$ cat config.mk
export PLATFORM = sky130hd
export DESIGN_NAME = intersection_master_timer_flat
export DESIGN_NICKNAME = d
export VERILOG_FILES = /design/src/rtl/intersection_master_timer_if.sv /design/src/rtl/intersection_master_timer.sv /design/src/flat_wrapper.sv
export SDC_FILE = /design/constraint.sdc
export NUM_CORES = 1
export LEC_CHECK = 0
export ABC_AREA = 1
export CAP_MARGIN = 10
export CORE_MARGIN = 5
export CORE_UTILIZATION = 60
export CTS_BUF_LIST = sky130_fd_sc_hd__clkbuf_8
export CTS_CLUSTER_DIAMETER = 200
export DETAILED_ROUTE_END_ITERATION = 16
export GPL_TIMING_DRIVEN = 0
export PLACE_DENSITY = 0.85
export SLEW_MARGIN = 15
export SYNTH_ARGS = -nofsm -noshare
export SYNTH_HDL_FRONTEND = slang
export SYNTH_SLANG_ARGS = --single-unit
$ cat constraint.sdc
create_clock -name clk -period 3.2 [get_ports clk]
set_input_delay 0.32 -clock clk [delete_from_list [all_inputs] [get_ports clk]]
set_output_delay 0.32 -clock clk [all_outputs]
set_load 0.01 [all_outputs]
$ cat src/rtl/intersection_master_timer_if.sv
// ----------------------------------------------------------------------------
// intersection_master_timer_if
//   Groups the pedestrian button input and all timing/light outputs of the
//   intersection master timer into one bundle.
//
//   Signals:
//     ped_request    pedestrian button (level or pulse)
//     master_timer   seconds remaining in the current phase (7 bits, unsigned)
//     ns_light       NS vehicle light, one-hot {red,yellow,green}
//     ew_light       EW vehicle light, one-hot {red,yellow,green}
//     ns_ped_enable  walk enable for the NS pedestrian_light
//     ew_ped_enable  walk enable for the EW pedestrian_light
//     sec_tick       one-cycle pulse per second
//
//   Modports:
//     master  the timer itself (drives everything except ped_request)
//     slave   the consumer side (pedestrian lights / button logic)
// ----------------------------------------------------------------------------
interface intersection_master_timer_if;
    logic       ped_request;
    logic [6:0] master_timer;
    logic [2:0] ns_light;
    logic [2:0] ew_light;
    logic       ns_ped_enable;
    logic       ew_ped_enable;
    logic       sec_tick;

    modport master (
        input  ped_request,
        output master_timer,
        output ns_light,
        output ew_light,
        output ns_ped_enable,
        output ew_ped_enable,
        output sec_tick
    );

    modport slave (
        output ped_request,
        input  master_timer,
        input  ns_light,
        input  ew_light,
        input  ns_ped_enable,
        input  ew_ped_enable,
        input  sec_tick
    );
endinterface

$ cat src/rtl/intersection_master_timer.sv
// ----------------------------------------------------------------------------
// intersection_master_timer
//   Sequences a two-direction (NS / EW) intersection through green, yellow
//   and all-red phases using a one-second prescaler, publishes the seconds
//   remaining in the current phase, and grants pedestrian walk on the next
//   green after a button press.
//
//   Ports:
//     clk    system clock, everything on the rising edge
//     reset  synchronous, active-high
//     bus    intersection_master_timer_if.master (ped_request in; timer,
//            lights, ped enables and sec_tick out)
//
//   Optional feature (macro PED_EXTEND_EN):
//     defined   - a green entered with walk granted lasts PED_GREEN_TIME s
//     undefined - every green lasts GREEN_TIME s
// ----------------------------------------------------------------------------
module intersection_master_timer #(
    parameter int CLKS_PER_SEC   = 50,
    parameter int GREEN_TIME     = 60,
    parameter int YELLOW_TIME    = 5,
    parameter int ALLRED_TIME    = 2,
    parameter int PED_GREEN_TIME = 90
) (
    input  logic                            clk,
    input  logic                            reset,
    intersection_master_timer_if.master     bus
);

    localparam int PW = (CLKS_PER_SEC > 2) ? $clog2(CLKS_PER_SEC) : 1;
    localparam logic [PW-1:0] PRESC_LAST = PW'(CLKS_PER_SEC - 1);
    localparam logic [PW-1:0] PRESC_PRE  = PW'(CLKS_PER_SEC - 2);

`ifdef PED_EXTEND_EN
    localparam int WALK_GREEN = PED_GREEN_TIME;
`else
    // Walk does not lengthen the green in this build.
    localparam int WALK_GREEN = GREEN_TIME + 0 * PED_GREEN_TIME;
`endif

    localparam logic [2:0] RED = 3'b100;
    localparam logic [2:0] YEL = 3'b010;
    localparam logic [2:0] GRN = 3'b001;

    typedef enum logic [2:0] {
        ALLRED_A,
        NS_GREEN,
        NS_YELLOW,
        ALLRED_B,
        EW_GREEN,
        EW_YELLOW
    } phase_t;

    phase_t        phase;
    logic [PW-1:0] presc;
    logic [6:0]    timer;
    logic [2:0]    ns_l;
    logic [2:0]    ew_l;
    logic          ns_ped;
    logic          ew_ped;
    logic          tick;
    logic          req_latch;

    // A press in the very cycle a green is entered still counts for it.
    logic grant;
    assign grant = req_latch | bus.ped_request;

    always_ff @(posedge clk) begin
        if (reset) begin
            phase     <= ALLRED_A;
            presc     <= '0;
            timer     <= 7'(ALLRED_TIME);
            ns_l      <= RED;
            ew_l      <= RED;
            ns_ped    <= 1'b0;
            ew_ped    <= 1'b0;
            tick      <= 1'b0;
            req_latch <= 1'b0;
        end else begin
            presc     <= (presc == PRESC_LAST) ? '0 : presc + 1'b1;
            // Registered so it is high exactly while presc sits at its last count.
            tick      <= (presc == PRESC_PRE);
            req_latch <= grant;

            if (presc == PRESC_LAST) begin
                if (timer > 7'd1) begin
                    timer <= timer - 7'd1;
                end else begin
                    // Timer shows 1 for the final second: advance and reload together.
                    case (phase)
                        ALLRED_A: begin
                            phase     <= NS_GREEN;
                            timer     <= grant ? 7'(WALK_GREEN) : 7'(GREEN_TIME);
                            ns_l      <= GRN;
                            ew_l      <= RED;
                            ns_ped    <= grant;
                            req_latch <= 1'b0;
                        end
                        NS_GREEN: begin
                            phase  <= NS_YELLOW;
                            timer  <= 7'(YELLOW_TIME);
                            ns_l   <= YEL;
                            ew_l   <= RED;
                            ns_ped <= 1'b0;
                        end
                        NS_YELLOW: begin
                            phase <= ALLRED_B;
                            timer <= 7'(ALLRED_TIME);
                            ns_l  <= RED;
                            ew_l  <= RED;
                        end
                        ALLRED_B: begin
                            phase     <= EW_GREEN;
                            timer     <= grant ? 7'(WALK_GREEN) : 7'(GREEN_TIME);
                            ns_l      <= RED;
                            ew_l      <= GRN;
                            ew_ped    <= grant;
                            req_latch <= 1'b0;
                        end
                        EW_GREEN: begin
                            phase  <= EW_YELLOW;
                            timer  <= 7'(YELLOW_TIME);
                            ns_l   <= RED;
                            ew_l   <= YEL;
                            ew_ped <= 1'b0;
                        end
                        EW_YELLOW: begin
                            phase <= ALLRED_A;
                            timer <= 7'(ALLRED_TIME);
                            ns_l  <= RED;
                            ew_l  <= RED;
                        end
                        default: begin
                            phase  <= ALLRED_A;
                            timer  <= 7'(ALLRED_TIME);
                            ns_l   <= RED;
                            ew_l   <= RED;
                            ns_ped <= 1'b0;
                            ew_ped <= 1'b0;
                        end
                    endcase
                end
            end
        end
    end

    assign bus.master_timer  = timer;
    assign bus.ns_light      = ns_l;
    assign bus.ew_light      = ew_l;
    assign bus.ns_ped_enable = ns_ped;
    assign bus.ew_ped_enable = ew_ped;
    assign bus.sec_tick      = tick;

endmodule

$ cat src/flat_wrapper.sv
// flat-port wrapper written by rule: the top's interface ports become plain ports
module intersection_master_timer_flat 
#(
    parameter int CLKS_PER_SEC   = 50,
    parameter int GREEN_TIME     = 60,
    parameter int YELLOW_TIME    = 5,
    parameter int ALLRED_TIME    = 2,
    parameter int PED_GREEN_TIME = 90
)
  (clk, reset, bus_ped_request, bus_master_timer, bus_ns_light, bus_ew_light, bus_ns_ped_enable, bus_ew_ped_enable, bus_sec_tick);
  intersection_master_timer_if bus_i ();
  input  logic clk;
  input  logic reset;
  input wire logic [$bits(bus_i.ped_request)-1:0] bus_ped_request;
  output wire logic [$bits(bus_i.master_timer)-1:0] bus_master_timer;
  output wire logic [$bits(bus_i.ns_light)-1:0] bus_ns_light;
  output wire logic [$bits(bus_i.ew_light)-1:0] bus_ew_light;
  output wire logic [$bits(bus_i.ns_ped_enable)-1:0] bus_ns_ped_enable;
  output wire logic [$bits(bus_i.ew_ped_enable)-1:0] bus_ew_ped_enable;
  output wire logic [$bits(bus_i.sec_tick)-1:0] bus_sec_tick;
  assign bus_i.ped_request = bus_ped_request;
  assign bus_master_timer = bus_i.master_timer;
  assign bus_ns_light = bus_i.ns_light;
  assign bus_ew_light = bus_i.ew_light;
  assign bus_ns_ped_enable = bus_i.ns_ped_enable;
  assign bus_ew_ped_enable = bus_i.ew_ped_enable;
  assign bus_sec_tick = bus_i.sec_tick;
  intersection_master_timer #(.CLKS_PER_SEC(CLKS_PER_SEC), .GREEN_TIME(GREEN_TIME), .YELLOW_TIME(YELLOW_TIME), .ALLRED_TIME(ALLRED_TIME), .PED_GREEN_TIME(PED_GREEN_TIME)) u_core (.clk(clk), .reset(reset), .bus(bus_i));
endmodule
==> out/summary.txt, run 1 <==
Number of hold buffers added after cts: 0
DR pass1 iterations: 5
Post-DP HPWL: 2130 µm
CTS resizes: 0
Port Buffers: 18
Initial antenna violation count: 0
Largest net degree at the start of global routing: 15
Worst path buffer plus inverter count: 1
Worst path arrival time: 1.28 ns
Yosys reg bits: 26
Ys Warns: 0
Via count: 1248
Crit Path Max Fanout: 5
Fmax: 0.627 GHz
H-tree levels: 1
WL/cell: 11.6 µm
Most common cell after layout, fill and taps aside: nand2_1
Top cell type's share of synthesized area: 0.395
RSZ-0062 raised after global routing: no
Synth area leader: dfxtp_1
Layout Nets: 217
CTS Buf Count: 3
Post-CTS Setup Inserts: 0
Congestion Overflow GR: 0
Crit share post-route: 0.499
Sequential power share: 0.586
Sw Ratio: 0.209
Max Transition Viols Final: 0
Share of layout cells above drive strength 1: 0.0913
Core Box Area: 2150 µm²
IO Pins: 19
Register cell area after layout: 520 µm²
Crit path capture type: primary output
Worst path cell trace: clkdlybuf4s50_1
Min Tclk post-route: 1.60 ns
Final Hold Fails: 0
CP delay by family, top: buffers and inverters
Die area: 3230 µm²
Mapped Area: 1320 µm²
Psw: 118 µW
ANT cells: 0
Setup TNS: 0 ns
Non-filler cells, final: 236
Synth Area per Inst: 7.08 µm²
First-pass GRT wire length: 4800 µm
Most frequent cells in the layout: nand2_1, dfxtp_1, nor2_1
Slowest-stage cell, CP: clkdlybuf4s50_1
Clock power frac: 0.373
Max IR drop VDD: 339 µV
CP required: 2.88 ns
Leak: 0.723 nW
Hold Path Class: flop to flop
CP startpoint kind: flop
Routed WL: 2740 µm
GRT Resource Usage Total: 0.184
Post-DRT Antenna Nets: 0
Yosys cell types: 26
Max-slew headroom: 0.713
Status: complete, no violations
CTS clk-pin slew, worst paths: 0.09 ns
Dominant cells by area after synthesis: dfxtp_1, nand2_1, nor2_1, inv_1, nand3_1
Utilization after layout: 0.739
Cells after DPL: 232
Post-Syn Instances: 186
Die Span Y: 56.9 µm
Vias in the first global route: 1153
CP Class: flop to primary output
Area delta synth->final: 20.5%
Seq/Total Area, Yosys: 0.395
Internal: 446 µW
Worst slew pin tran: 0.431 ns
CTS Sinks: 26
RD Place Congestion: 0.854
Row Count: 17
Drt drc: 0
P per Cell Area: 355 nW/µm²
Hold_ws: 0.481 ns
Logic gate share of total power: 0.041
Worst Skew: 0.00241 ns
Drt initial violations: 35
Setup violations, final: 0
Number of fill cells in the layout: 175
Initial Util: 0.613
Die X: 56.9 µm
Area of the multi-input gates: 672 µm²
Vias per cell: 5.29
Clk Tree Root Cell: clkbuf_8
Max-cap viol count: 0
Syn Nets: 194
Biggest cell delay along the critical path: 0.58 ns
TritonCTS clock tree: done
Clk Latency, worst-skew pair: 0.27 ns
Max Root-Sink Buffers: 2
state kept, by name, summed over array words and instances (netlist names):
signal / count
u_core.bus.master_timer: 7
u_core.presc: 6
u_core.bus.ew_ped_enable: 1
u_core.bus.ew_light: 3
u_core.bus.ns_ped_enable: 1
u_core.req_latch: 1
u_core.phase: 3
u_core.bus.ns_light: 3
u_core.bus.sec_tick: 1
Yosys cell counts:
master    count
nand3_1      16
clkbuf_1      1
nor2_2        4
xor2_1        2
nand2_2       3
inv_1        23
o22ai_1       1
ha_1          5
xnor2_1       2
buf_6         2
o21ai_0       6
dfxtp_1      26
nand2_1      44
o21ai_4       1
inv_2         2
nor2_1       25
nor3_1        1
nand3_2       1
a21oi_1       8
o211ai_1      2
nand2_4       1
nand4_1       5
clkinv_2      1
a31oi_1       2
nor3b_1       1
and3_1        1
final cells by class:
type	instances	share of cell area
plain buffers	3	0.0165
clock buffers	4	0.0347
inverters	26	0.0623
multi-input cells	131	0.423
flip-flops and latches	26	0.328
well taps	28	0.0221
repair buffers	18	0.113
final timing paths:
check,slack [ns],from,depth (start not counted),end
max,1.60,u_core.bus.master_timer[4],1,bus_master_timer[4]
min,0.48,u_core.bus.ns_ped_enable,2,u_core.bus.ns_ped_enable
max reg2reg,1.67,u_core.bus.master_timer[1],10,u_core.bus.master_timer[0]
min reg2reg,0.48,u_core.bus.ns_ped_enable,2,u_core.bus.ns_ped_enable
cells by family (layout without fill, tap and decap cells):
kind of cell	Yosys count	count (layout)	share of synthesized area
AOI/OAI and AO/OA	20	20	0.0912
and+or+nand+nor	102	102	0.345
buffers and inverters	29	51	0.0950
xor gates and xnor gates	4	4	0.0266
DFF	26	26	0.395
adders and majority gates	5	5	0.0475
metrics by stage:
step | setup WS (ns) | power [mW] | instance area (µm²)
2_1_floorplan | 1.85 | 0.353 | 1320
3_3_place_gp | 1.52 | 0.360 | 1530
3_5_place_dp | 1.51 | 0.362 | 1530
4_1_cts | 1.60 | 0.568 | 1590
5_1_grt | 1.50 | 0.590 | 1590
6_report | 1.60 | 0.564 | 1590
power groups by stage:
stage	clock [mW]	sequential, mW	combinational, mW
floorplan	0	0.337	0.0157
global placement	0	0.338	0.0220
detailed placement	0	0.338	0.0234
CTS	0.214	0.330	0.0237
global route	0.232	0.332	0.0262
finish	0.210	0.330	0.0234
layer usage:
layer  GRT usage  wire length (µm)  vias up
met3      0.0345               111        4
met4      0.0596                29        0
met1       0.217              1200      577
li1            -                 -      637
met5           0                 0        -
met2       0.332              1400       30
tightest hold or removal path, delay by kind of cell (launching register included):
kind | cells | cell delay, ns
simple gates | 1 | 0.06
flops | 1 | 0.32
compound gates | 1 | 0.06
Note: power is estimated with default switching activity, not from simulation.
==> inputs of run 2 (changes only) <==
--- a/config.mk
+++ b/config.mk
@@ -8,12 +8,12 @@
 export ABC_AREA = 1
 export CAP_MARGIN = 10
 export CORE_MARGIN = 5
-export CORE_UTILIZATION = 60
+export CORE_UTILIZATION = 55
 export CTS_BUF_LIST = sky130_fd_sc_hd__clkbuf_8
 export CTS_CLUSTER_DIAMETER = 200
 export DETAILED_ROUTE_END_ITERATION = 16
 export GPL_TIMING_DRIVEN = 0
-export PLACE_DENSITY = 0.85
+export PLACE_DENSITY = 0.79
 export SLEW_MARGIN = 15
 export SYNTH_ARGS = -nofsm -noshare
 export SYNTH_HDL_FRONTEND = slang
==> constraint.sdc (replaced) <==
create_clock -name clk -period 1.6 [get_ports clk]
set_input_delay 0.16 -clock clk [delete_from_list [all_inputs] [get_ports clk]]
set_output_delay 0.16 -clock clk [all_outputs]
set_load 0.01 [all_outputs]
==> run 2 against run 1 <==
Clock skew rose by 0.0020 ns. Sequential share of layout area fell by 0.87 points. Non-clock buffer count rose by 1. Count of clock-buffer cells in the layout did not move. Setup slack got worse by 1.5 ns. Register-to-register slack got worse by 1.6 ns. Hold slack got worse by 0.031 ns. Via count rose by 1.2%. Final cell count rose by 0.85%. Global-route usage fell by 0.86 points. Largest power group unchanged. Highest routed layer unchanged.
==> out/summary.txt, run 2 (synthesis gave the netlist of run 1 again) <==
TritonCTS clock tree: done
Routed WL: 2950 µm
Number of hold buffers added after cts: 0
Die area: 3470 µm²
Max-slew headroom: 0.702
Share of layout cells above drive strength 1: 0.124
Fmax: 0.669 GHz
Slowest-stage cell, CP: dfxtp_1
Via count: 1263
Final Hold Fails: 0
Worst path cell trace: inv_2, ha_1, inv_1, nor2_1, nand3_1, o21ai_4, buf_2, nand4_1, a21oi_1
Most common cell after layout, fill and taps aside: nand2_1
Drt drc: 0
IO Pins: 19
Port Buffers: 18
CP delay by family, top: buffers and inverters
Design area: 1640 µm²
Core Box Area: 2250 µm²
Clk Latency, worst-skew pair: 0.27 ns
Crit. path cell count: 9
GRT Resource Usage Total: 0.175
Vias in the first global route: 1162
Reg2Reg Depth: 9
CTS Sinks: 26
Crit path capture type: flop
Worst Setup SP: u_core.bus.master_timer[1]
RD Place Congestion: 0.790
Max reg flops: 7
CP Class: flop to flop
Layout Nets: 219
First-pass GRT wire length: 4830 µm
Drt initial violations: 77
R2r setup slk: 0.11 ns
Hold Path Class: flop to flop
CTS Buf Count: 3
Congestion Overflow GR: 0
CP required: 1.80 ns
Worst path buffer plus inverter count: 3
Leak: 0.730 nW
Post-DP Area: 1530 µm²
Post-route setup slack: 0.106 ns
Initial Util: 0.584
Die X: 58.9 µm
Worst Skew: 0.00438 ns
Max Transition Viols Final: 0
Status: complete, no violations
CTS clk-pin slew, worst paths: 0.09 ns
DR pass1 iterations: 4
WL/cell: 12.4 µm
Reg-to-Reg Start: u_core.bus.master_timer[1]
Worst slew pin tran: 0.446 ns
Worst path arrival time: 1.69 ns
Biggest cell delay along the critical path: 0.34 ns
Post-CTS Setup Inserts: 0
Crit path capture: u_core.bus.ns_ped_enable
Largest net degree at the start of global routing: 15
Clk Tree Root Cell: clkbuf_8
Vias per cell: 5.31
Max IR drop VDD: 575 µV
Crit Path Max Fanout: 8
H-tree levels: 1
R2R Path End: u_core.bus.ns_ped_enable
Utilization after layout: 0.727
Setup violations, final: 0
Max Root-Sink Buffers: 2
Max-cap viol count: 0
CP startpoint kind: flop
Post-DRT Antenna Nets: 0
Initial antenna violation count: 0
Min Tclk post-route: 1.49 ns
Worst hold path depth: 1
Crit share post-route: 0.934
Post-DP HPWL: 2120 µm
Area delta synth->final: 24.4%
Row Count: 17
Die Span Y: 58.9 µm
P per Cell Area: 693 nW/µm²
Post-Place Setup Slack: 0.0653 ns
Most frequent cells in the layout: nand2_1, nor2_1, dfxtp_1
ANT cells: 0
-- run 2: changes by cell type in the layout (fill, tap and decap cells not counted), moves of 2 or more --
| cell | delta |
|---|---|
| nor2_4 | +3 |
| dfxtp_1 | -2 |
| dfxtp_2 | +2 |
| nor2_2 | -2 |
-- run 2: final cells by class --
class / count / area [µm²]
Multi-Input combinational cell: 132 / 711
Buffer: 3 / 26.3
Sequential cell: 26 / 523
Tap cell: 28 / 35.0
Timing Repair Buffer: 19 / 185
Clock buffer: 4 / 55.1
Fill cell: 199 / 616
Inverter: 26 / 104
-- run 2: where the power goes --
| group | switching, mW | internal (mW) | total, mW |
|---|---|---|---|
| Combinational | 0.0316 | 0.0187 | 0.0503 |
| Clock | 0.203 | 0.220 | 0.423 |
| Sequential | 0.00641 | 0.656 | 0.662 |
-- run 2: layer usage --
layer | routed length [µm] | share of wire | track usage | vias up
met5 | 0 | 0 | 0 | -
met4 | 31 | 0.011 | 0.0680 | 0
met3 | 109 | 0.037 | 0.0263 | 5
met2 | 1500 | 0.51 | 0.303 | 31
met1 | 1310 | 0.44 | 0.218 | 586
li1 | - | - | - | 641
-- run 2: how the worst min path moves through the flow --
stage / slack (ns) / start / endpoint
2_1_floorplan: 0.23 / reset / u_core.bus.ew_ped_enable
3_3_place_gp: 0.45 / u_core.bus.ew_ped_enable / u_core.bus.ew_ped_enable
3_5_place_dp: 0.46 / u_core.bus.ew_ped_enable / u_core.bus.ew_ped_enable
4_1_cts: 0.47 / u_core.bus.ns_ped_enable / u_core.bus.ns_ped_enable
5_1_grt: 0.49 / u_core.presc[0] / u_core.presc[0]
6_report: 0.45 / u_core.presc[0] / u_core.presc[0]
-- run 2: per-stage QoR --
| stage | hold WS, ns | std cells | setup TNS (ns) | total power, mW |
|---|---|---|---|---|
| floorplan | 0.229 | 186 | 0 | 0.706 |
| global placement | 0.454 | 232 | 0 | 0.720 |
| detailed placement | 0.461 | 232 | 0 | 0.723 |
| CTS | 0.474 | 236 | 0 | 1.14 |
| global route | 0.490 | 238 | -0.00585 | 1.18 |
| finish | 0.451 | 238 | 0 | 1.14 |
-- run 2: what timing repair did --
action / CTS / global route
endpoints found under the hold margin: 0 / 0
resized for setup: 0 / 12
endpoints found under the setup margin: 0 / 8
==> inputs of run 3 (changes only) <==
--- a/config.mk
+++ b/config.mk
@@ -13,8 +13,9 @@
 export CTS_CLUSTER_DIAMETER = 200
 export DETAILED_ROUTE_END_ITERATION = 16
 export GPL_TIMING_DRIVEN = 0
-export PLACE_DENSITY = 0.79
+export PLACE_DENSITY = 0.9
 export SLEW_MARGIN = 15
 export SYNTH_ARGS = -nofsm -noshare
 export SYNTH_HDL_FRONTEND = slang
 export SYNTH_SLANG_ARGS = --single-unit
+export TNS_END_PERCENT = 1
==> run 3 against run 2 <==
Hold slack improved by 0.0044 ns. Critical path depth is 2 lower. Die area unchanged. Maximum frequency up 0.91%.
==> out/summary.txt, run 3 (synthesis gave the netlist of run 1 again) <==
Status: complete, no violations
Worst hold path depth: 1
Area delta synth->final: 19.8%
Min Tclk post-route: 1.48 ns
Post-DP HPWL: 2120 µm
PnR Total Power: 1.06 mW
Worst path cell trace: nor2_1, nand3_1, o21ai_4, buf_6, nand3_1, o211ai_1, nand2_1
Number of hold buffers added after cts: 0
Port Buffers: 18
Biggest cell delay along the critical path: 0.37 ns
CTS Sinks: 26
Clk Latency, worst-skew pair: 0.26 ns
Congestion Overflow GR: 0
Die area: 3470 µm²
Hold Path Class: flop to flop
HP Start: u_core.presc[0]
Die Span Y: 58.9 µm
Clk Tree Root Cell: clkbuf_8
ANT cells: 0
Fmax: 0.675 GHz
Die X: 58.9 µm
Post-route setup slack: 0.119 ns
Drt initial violations: 23
CP Class: flop to flop
CTS resizes: 0
Largest net degree at the start of global routing: 14
Crit share post-route: 0.925
R2r setup slk: 0.12 ns
CTS Buf Count: 3
Max-cap viol count: 0
GRT Resource Usage Total: 0.169
Utilization after layout: 0.700
Row Count: 17
CP startpoint kind: flop
Final Hold Fails: 0
TritonCTS clock tree: done
Crit Path Max Fanout: 10
IO Pins: 19
WL/cell: 11.6 µm
Post-DRT Antenna Nets: 0
R2R Path End: u_core.bus.master_timer[0]
Via count: 1235
Max Root-Sink Buffers: 2
Slowest-stage cell, CP: dfxtp_1
DR pass1 iterations: 4
Initial antenna violation count: 0
Setup violations, final: 0
Crit path capture type: flop
Core Box Area: 2250 µm²
Max Transition Viols Final: 0
Leak: 0.713 nW
Worst Hold Path EP: u_core.presc[0]
Max IR drop VDD: 574 µV
Most frequent cells in the layout: nand2_1, dfxtp_1, nor2_1
Worst Skew: 0.00383 ns
CP required: 1.76 ns
H-tree levels: 1
CTS clk-pin slew, worst paths: 0.08 ns
Vias per cell: 5.26
RSZ-0062 raised after global routing: yes
Number of fill cells in the layout: 205
Post-Place Setup Slack: 0.0592 ns
Reg-to-Reg Start: u_core.bus.master_timer[4]
Max-slew headroom: 0.729
Reg2Reg Depth: 7
Worst Setup SP: u_core.bus.master_timer[4]
Most common cell on crit path: nand3_1
Max reg flops: 7
Worst slew pin tran: 0.406 ns
Layout Nets: 217
Routed WL: 2720 µm
First-pass GRT wire length: 4610 µm
Share of layout cells above drive strength 1: 0.101
P per Cell Area: 675 nW/µm²
Post-CTS Setup Inserts: 0
Initial Util: 0.584
Most common cell after layout, fill and taps aside: nand2_1
Drt drc: 0
Vias in the first global route: 1152
Worst path arrival time: 1.64 ns
RD Place Congestion: 0.919
-- run 3: layer usage --
layer	wire length, µm	track usage	vias up	share of wire
met5	0	0	-	0
met4	76	0.0809	0	0.028
met2	1290	0.292	29	0.48
li1	-	-	636	-
met3	107	0.0329	11	0.039
met1	1240	0.198	559	0.46
-- run 3: worst max-delay path by stage --
stage / end / slack [ns] / cells past startpoint
2_1_floorplan: u_core.bus.master_timer[0] / 0.25 / 10
3_3_place_gp: u_core.bus.ew_light[0] / 0.10 / 5
3_5_place_dp: u_core.bus.master_timer[1] / 0.06 / 8
4_1_cts: u_core.bus.master_timer[1] / 0.04 / 8
5_1_grt: u_core.bus.master_timer[0] / -0.009 / 7
6_report: u_core.bus.master_timer[0] / 0.12 / 7
-- run 3: final cells by class --
type | count | area, µm² | area share
flip-flops and latches | 26 | 522 | 0.331
multi-input cells | 131 | 674 | 0.427
plain buffers | 3 | 26.3 | 0.0167
repair buffers | 18 | 180 | 0.114
well taps | 28 | 35.0 | 0.0222
inverters | 26 | 98.8 | 0.0626
clock buffers | 3 | 41.3 | 0.0262
-- run 3: where the power goes --
| group | switching (mW) | leakage (nW) | internal [mW] |
|---|---|---|---|
| clock | 0.189 | 0.0216 | 0.168 |
| sequential | 0.00631 | 0.211 | 0.655 |
| combinational | 0.0288 | 0.481 | 0.0177 |
-- run 3: worst max-delay path: cells and delay by family (launching register included) --
kind,cells,cell delay [ns]
flops,1,0.37
buf+inv,1,0.18
simple gates,4,0.57
compound gates,2,0.24
-- run 3: stage by stage --
step	hold WS, ns	instances	setup TNS, ns	instance area (µm²)
global placement	0.453	232	0	1530
global route	0.488	235	-0.0144	1580
CTS	0.476	235	0	1570
finish	0.455	235	0	1580
floorplan	0.229	186	0	1320
detailed placement	0.461	232	0	1530
